==> src/rtl/qdrc_softcal_pkg.sv <==
// Shared types and defaults for the QDR soft-calibration sampler.
// Optional error counter is built when QDRC_SOFTCAL_ERRCNT_EN is defined.
package qdrc_softcal_pkg;

  localparam int SEL_W             = 8;
  localparam int DEF_SAMPLE_COUNT  = 32;
  localparam int DEF_SETTLE_CYCLES = 1024;
  localparam int DEF_FLUSH_CYCLES  = 8;

  typedef enum logic [2:0] {
    ST_IDLE   = 3'd0,
    ST_SETTLE = 3'd1,
    ST_FLUSH  = 3'd2,
    ST_SAMPLE = 3'd3,
    ST_HOLD   = 3'd4
  } state_t;

endpackage

==> src/rtl/qdrc_softcal_bitmux.sv <==
// Picks the rise/fall bit under calibration and decodes bit_select
// one-hot; selects beyond DATA_WIDTH read 2'b00 and drive no bit.
module qdrc_softcal_bitmux
  import qdrc_softcal_pkg::*;
#(
  parameter int DATA_WIDTH = 36
) (
  input  logic [SEL_W-1:0]      sel,
  input  logic [DATA_WIDTH-1:0] rise,
  input  logic [DATA_WIDTH-1:0] fall,
  output logic [1:0]            bit_rf,
  output logic [DATA_WIDTH-1:0] onehot
);

  always_comb begin
    bit_rf = 2'b00;
    onehot = '0;
    for (int i = 0; i < DATA_WIDTH; i++) begin
      if (32'(sel) == i) begin
        onehot[i] = 1'b1;
        bit_rf    = {rise[i], fall[i]};
      end
    end
  end

endmodule

==> src/rtl/qdrc_softcal_sampler.sv <==
// QDR-domain soft-cal datapath: steers IODELAY/align, samples one bit.
// Define QDRC_SOFTCAL_ERRCNT_EN to add the err_count output.
module qdrc_softcal_sampler
  import qdrc_softcal_pkg::*;
#(
  parameter int DATA_WIDTH    = 36,
  parameter int SAMPLE_COUNT  = DEF_SAMPLE_COUNT,
  parameter int SETTLE_CYCLES = DEF_SETTLE_CYCLES,
  parameter int FLUSH_CYCLES  = DEF_FLUSH_CYCLES
) (
`ifdef QDRC_SOFTCAL_ERRCNT_EN
  output logic [15:0]           err_count,
`endif
  input  logic                  clk,
  input  logic                  rst_n,
  input  logic                  cal_en,
  input  logic [SEL_W-1:0]      bit_select,
  input  logic                  dll_en,
  input  logic                  dll_inc_dec_n,
  input  logic                  dll_rst,
  input  logic                  align_en,
  input  logic                  align_strb,
  input  logic [DATA_WIDTH-1:0] rd_data_rise,
  input  logic [DATA_WIDTH-1:0] rd_data_fall,
  input  logic                  rd_valid,
  output logic                  cal_rdy,
  output logic [1:0]            data_in,
  output logic                  data_sampled,
  output logic                  data_valid,
  output logic [DATA_WIDTH-1:0] dly_ce,
  output logic                  dly_inc,
  output logic [DATA_WIDTH-1:0] dly_rst,
  output logic [DATA_WIDTH-1:0] align_vec
);

  localparam int STW = $clog2(SETTLE_CYCLES + 1);
  localparam int FW  = $clog2(FLUSH_CYCLES + 1);
  localparam int SW  = $clog2(SAMPLE_COUNT + 1);

  state_t           state;
  logic [STW-1:0]   stcnt;
  logic [FW-1:0]    fcnt;
  logic [SW-1:0]    scnt;
  logic [SEL_W-1:0] sel_q;
  logic             dll_rst_q;
  logic             mis;
  logic             restart;
  logic             run;
  logic             diff;
  logic [1:0]       smp;
  logic [DATA_WIDTH-1:0] onehot;

  qdrc_softcal_bitmux #(
    .DATA_WIDTH (DATA_WIDTH)
  ) u_bitmux (
    .sel    (bit_select),
    .rise   (rd_data_rise),
    .fall   (rd_data_fall),
    .bit_rf (smp),
    .onehot (onehot)
  );

  assign restart = dll_en | align_strb
                 | (dll_rst ^ dll_rst_q)
                 | (bit_select != sel_q);
  assign run  = state inside {ST_FLUSH, ST_SAMPLE, ST_HOLD};
  assign diff = smp != data_in;

  always_ff @(posedge clk or negedge rst_n) begin
    if (!rst_n) begin
      dly_ce    <= '0;
      dly_rst   <= '0;
      dly_inc   <= 1'b0;
      sel_q     <= '0;
      dll_rst_q <= 1'b0;
      align_vec <= '0;
    end else begin
      dly_ce    <= onehot & {DATA_WIDTH{dll_en}};
      dly_rst   <= onehot & {DATA_WIDTH{dll_rst}};
      dly_inc   <= dll_inc_dec_n;
      sel_q     <= bit_select;
      dll_rst_q <= dll_rst;
      if (align_strb)
        align_vec <= (align_vec & ~onehot)
                   | (onehot & {DATA_WIDTH{align_en}});
    end
  end

  always_ff @(posedge clk or negedge rst_n) begin
    if (!rst_n) begin
      state        <= ST_IDLE;
      stcnt        <= '0;
      fcnt         <= '0;
      scnt         <= '0;
      mis          <= 1'b0;
      cal_rdy      <= 1'b0;
      data_in      <= 2'b00;
      data_sampled <= 1'b0;
      data_valid   <= 1'b0;
    end else if (!cal_en) begin
      state        <= ST_IDLE;
      stcnt        <= '0;
      fcnt         <= '0;
      scnt         <= '0;
      mis          <= 1'b0;
      cal_rdy      <= 1'b0;
      data_sampled <= 1'b0;
      data_valid   <= 1'b0;
    end else if (restart && run) begin
      // restart beats a final sample landing on the same edge
      state        <= ST_FLUSH;
      fcnt         <= '0;
      scnt         <= '0;
      mis          <= 1'b0;
      data_sampled <= 1'b0;
      data_valid   <= 1'b0;
    end else begin
      unique case (state)
        ST_IDLE: begin
          stcnt <= STW'(1);
          fcnt  <= '0;
          if (SETTLE_CYCLES <= 1) begin
            cal_rdy <= 1'b1;
            state   <= ST_FLUSH;
          end else begin
            state <= ST_SETTLE;
          end
        end
        ST_SETTLE: begin
          if (stcnt == STW'(SETTLE_CYCLES - 1)) begin
            cal_rdy <= 1'b1;
            fcnt    <= '0;
            state   <= ST_FLUSH;
          end else begin
            stcnt <= stcnt + STW'(1);
          end
        end
        ST_FLUSH: begin
          if (fcnt == FW'(FLUSH_CYCLES - 1)) begin
            scnt  <= '0;
            state <= ST_SAMPLE;
          end else begin
            fcnt <= fcnt + FW'(1);
          end
        end
        ST_SAMPLE: begin
          if (rd_valid) begin
            if (scnt == '0) begin
              data_in <= smp;
              mis     <= 1'b0;
            end else if (diff) begin
              mis <= 1'b1;
            end
            if (scnt == SW'(SAMPLE_COUNT - 1)) begin
              data_sampled <= 1'b1;
              data_valid   <= !(mis || (scnt != '0 && diff));
              state        <= ST_HOLD;
            end else begin
              scnt <= scnt + SW'(1);
            end
          end
        end
        ST_HOLD: begin
          if (rd_valid && diff)
            data_valid <= 1'b0;
        end
        default: state <= ST_IDLE;
      endcase
    end
  end

`ifdef QDRC_SOFTCAL_ERRCNT_EN
  logic cmp_err;

  assign cmp_err = rd_valid && diff
                 && ((state == ST_SAMPLE && scnt != '0)
                     || state == ST_HOLD);

  always_ff @(posedge clk or negedge rst_n) begin
    if (!rst_n)
      err_count <= '0;
    else if (!cal_en || restart)
      err_count <= '0;
    else if (cmp_err && err_count != 16'hFFFF)
      err_count <= err_count + 16'd1;
  end
`endif

endmodule
==> config.mk <==
export PLATFORM = sky130hd
export DESIGN_NAME = qdrc_softcal_sampler
export DESIGN_NICKNAME = d
export VERILOG_FILES = /design/src/rtl/qdrc_softcal_pkg.sv /design/src/rtl/qdrc_softcal_bitmux.sv /design/src/rtl/qdrc_softcal_sampler.sv
export SDC_FILE = /design/constraint.sdc
export NUM_CORES = 1
export LEC_CHECK = 0
export CAP_MARGIN = 0
export CELL_PAD_IN_SITES_DETAIL_PLACEMENT = 1
export CELL_PAD_IN_SITES_GLOBAL_PLACEMENT = 1
export CORE_MARGIN = 8
export CORE_UTILIZATION = 25
export CTS_CLUSTER_SIZE = 12
export DETAILED_ROUTE_END_ITERATION = 10
export PLACE_DENSITY_LB_ADDON = 0.1
export SYNTH_ARGS = -nofsm -noshare
export SYNTH_HDL_FRONTEND = slang
export SYNTH_SLANG_ARGS = --single-unit
==> constraint.sdc <==
create_clock -name clk -period 3.1 [get_ports clk]
set_input_delay 0.62 -clock clk [delete_from_list [all_inputs] [get_ports clk]]
set_output_delay 0.62 -clock clk [all_outputs]
set_load 0.01 [all_outputs]
==> flow_summary_export.csv <==
group,metric,value,unit
run_status,outcome,"finished, final reports clean",
setup_path,cpPeakStageDelay,0.51,ns
timing,fin_crit_sh,92.9,%
synthesis,synth_cell_type_count,72,
setup_path,reg2reg_slack,0.64,ns
synthesis,seq_area_frac_synth,53.8,%
synthesis,synth.top_cell.area_share,53.8,%
route,vias_per_cell,4.74,
grt,track_usage,16.3,%
place,dp_cells,1238,
clock_network,cts_resized,0,
route,dr_wl_met3,1.19,mm
floorplan,fp-row-count,60,
route,wirelength,26.6,mm
setup_path,arrival,3.24,ns
cells_and_area,fin_nets,1009,
setup_path,cp.required,3.46,ns
cells_and_area,area.growth.synth_to_final,50.4,%
cells_and_area,multi_input_area,2950,sq um
place,gp_congestion,0.838,
floorplan,ios,203,
route,drt-met1-wl,11.6,mm
setup_path,path_cells,"clkdlybuf4s50_1 -> buf_12 -> mux4_2 -> a21boi_0 -> a311oi_1 -> a211oi_1 -> buf_4 -> o31a_1 -> o211ai_2 -> a2111oi_2 -> a31o_1",
synthesis,synth_edf_count,0,
timing,worst_pin_slew,0.718,ns
synthesis,syn-instance-count,660,
power_and_ir_drop,p_leak,0.00444,uW
place,placed_area,9740,sq um
cells_and_area,drive_above_1_share,17.3,%
route,drc,0,
floorplan,start_util,25.5,%
synthesis,yosysWarnings,0,
clock_network,cts_made_buffers,17,
synthesis,syn_area_per_cell,10.4,sq um
timing,relSlewSlack,52.0,%
timing,slew_violations,0,
cells_and_area,fin_area,10300,sq um
floorplan,die_area,33100,sq um
floorplan,dieHeight,182,microns
route,vias,6015,
cells_and_area,post-route-util,38.3,%
synthesis,ys_top_cells_by_area,"dfrtp_1, mux2_2, nor2_1",
synthesis,synth_area,6880,sq um
synthesis,synth_nets,753,
cells_and_area,final_cell_mix,"clkdlybuf4s50_1, dfrtp_1, nor2_1",
clock_network,cts_tree,"yes",
power_and_ir_drop,p_per_area,479,nW/um^2
floorplan,fp.dieW,182,microns
cells_and_area,n_fill_cell,3029,
synthesis,ys.flop_type,"dfrtp_1",
clock_network,cts_hold_buf,0,
timing,min_period,2.88,ns
synthesis,ys_seq_elements,148,
timing,fin_skew,0.0135,ns
place,portBuffers,202,
cells_and_area,layout_commonest_cell,"clkdlybuf4s50_1",
timing,hold_viol,0,
power_and_ir_drop,ir_drop,0.380,mV
setup_path,worstSetupEndpointType,"flip-flop",
grt,grt_pass1_wl,41.6,mm
grt,overflow,0,
floorplan,core_area,27000,sq um
clock_network,path_clk_slew,0.07,ns
cells_and_area,diodes,0,
synthesis,async_reset_ff_share,100,%
run,max-cap-violations,0,
place,dp_hpwl,21.1,mm
route,final_antenna_net_count,0,
setup_path,path_class,"input pin to flip-flop",
hold_path,hp-class,"input pin to async pin",
clock_network,clockRootBuffer,"clkbuf_16",
route,first_pass_iters,4,
timing,rsz0062_at_grt,"no",
clock_network,h-tree-depth,4,
route,drtIter0Drc,230,
place,pre_cts_slack,-0.285,ns
timing,setup_violations,0,
timing,fin_ws,0.221,ns
cells_and_area,seq_area,3700,sq um
timing,fmax,0.347,GHz
grt,grt_antenna_before_repair,2,
synthesis,synth_top_area_cell,"dfrtp_1",
clock_network,clkSinkCount,148,
clock_network,post_cts_buffers,0,
grt,grt_pass1_vias,6837,
cells_and_area,fin_cells,1270,
setup_path,cp-start-kind,"input pin",
setup_path,crit_fanout,9,
clock_network,clockBufferDepth,2,
setup_path,critPathSlowestCell,"clkdlybuf4s50_1",
route,highest_layer,"met5",
grt,grt_max_degree,69,
route,wl_per_cell,21.0,microns
route,met2WireLength,13.6,mm
clock_network,clock_latency,0.42,ns
-- Yosys cell counts, types with 3 or more instances --
library cell,number
mux2i_1,13
and3_1,4
nand2_1,56
nand4_1,8
nor2b_1,11
mux2_2,43
and2_1,26
o21ai_0,29
o211ai_1,3
dfrtp_1,148
a31oi_1,7
a21oi_1,17
nand3_1,13
o31ai_1,4
o41ai_1,3
clkbuf_1,23
nor4_1,4
buf_6,5
or3_1,4
a21o_1,4
inv_1,11
nand3b_1,5
nand2b_1,11
nor3_1,9
buf_2,7
ha_1,4
nor2_1,113
a211oi_1,3
nor3b_1,5
xor2_1,11
-- metrics by stage --
step                      power (uW)  hold slack, ns  setup TNS, ns
after floorplan                 2440           0.324              0
after global placement          2900           0.472         -0.437
after detailed placement        2920           0.488         -0.768
after CTS                       5040           0.218              0
after global routing            5170           0.225              0
final                           4950           0.176              0
-- critical path, delay by kind of cell --
kind                   cells  cell delay, ns
buffers and inverters      3            0.84
AOI/OAI and AO/OA          7            1.26
muxes                      1            0.51
-- where the power goes --
part | internal (uW) | switching [uW] | leakage (uW)
Sequential | 1990 | 55.3 | 0.00203
Clock | 1100 | 983 | 0.000292
Combinational | 398 | 426 | 0.00212
Total | 3490 | 1460 | 0.00444
-- final timing paths --
check / endpoint / cells past startpoint / start
min: dly_inc$_DFF_PN0_ / 1 / rst_n
min reg2reg: stcnt[8]$_DFFE_PN0P_ / 1 / stcnt[8]$_DFFE_PN0P_
min in group clk: stcnt[8]$_DFFE_PN0P_ / 1 / stcnt[8]$_DFFE_PN0P_
max: data_valid$_DFFE_PN0P_ / 11 / bit_select[0]
max in group asynchronous: dly_ce[1]$_DFF_PN0_ / 2 / rst_n
max reg2reg: state[1]$_DFFE_PN0P_ / 9 / scnt[1]$_DFFE_PN0P_
-- cell families after synthesis --
family	Yosys count	share of synthesized area [%]
mux	59	9.97
xor+xnor	12	1.53
flops	148	53.8
compound gates	104	10.4
buf+inv	48	3.35
fa+ha+maj	4	0.728
simple gates	285	20.2
-- area by class of cell --
cell class,count,share of cell area [%]
clock buffer,17,4.11
clock inverter,15,1.74
inverter,11,0.399
multi-input combinational,464,28.5
sequential,148,35.8
tap,341,4.12
timing repair buffer,274,25.3
-- layer usage --
layer / vias to the layer above / global-route usage [%]
met2: 135 / 28.8
met1: 3040 / 19.8
met3: 18 / 3.95
met4: 4 / 3.74
li1: 2818 / -
met5: - / 0
No activity file was read; power rests on OpenSTA's default activity.
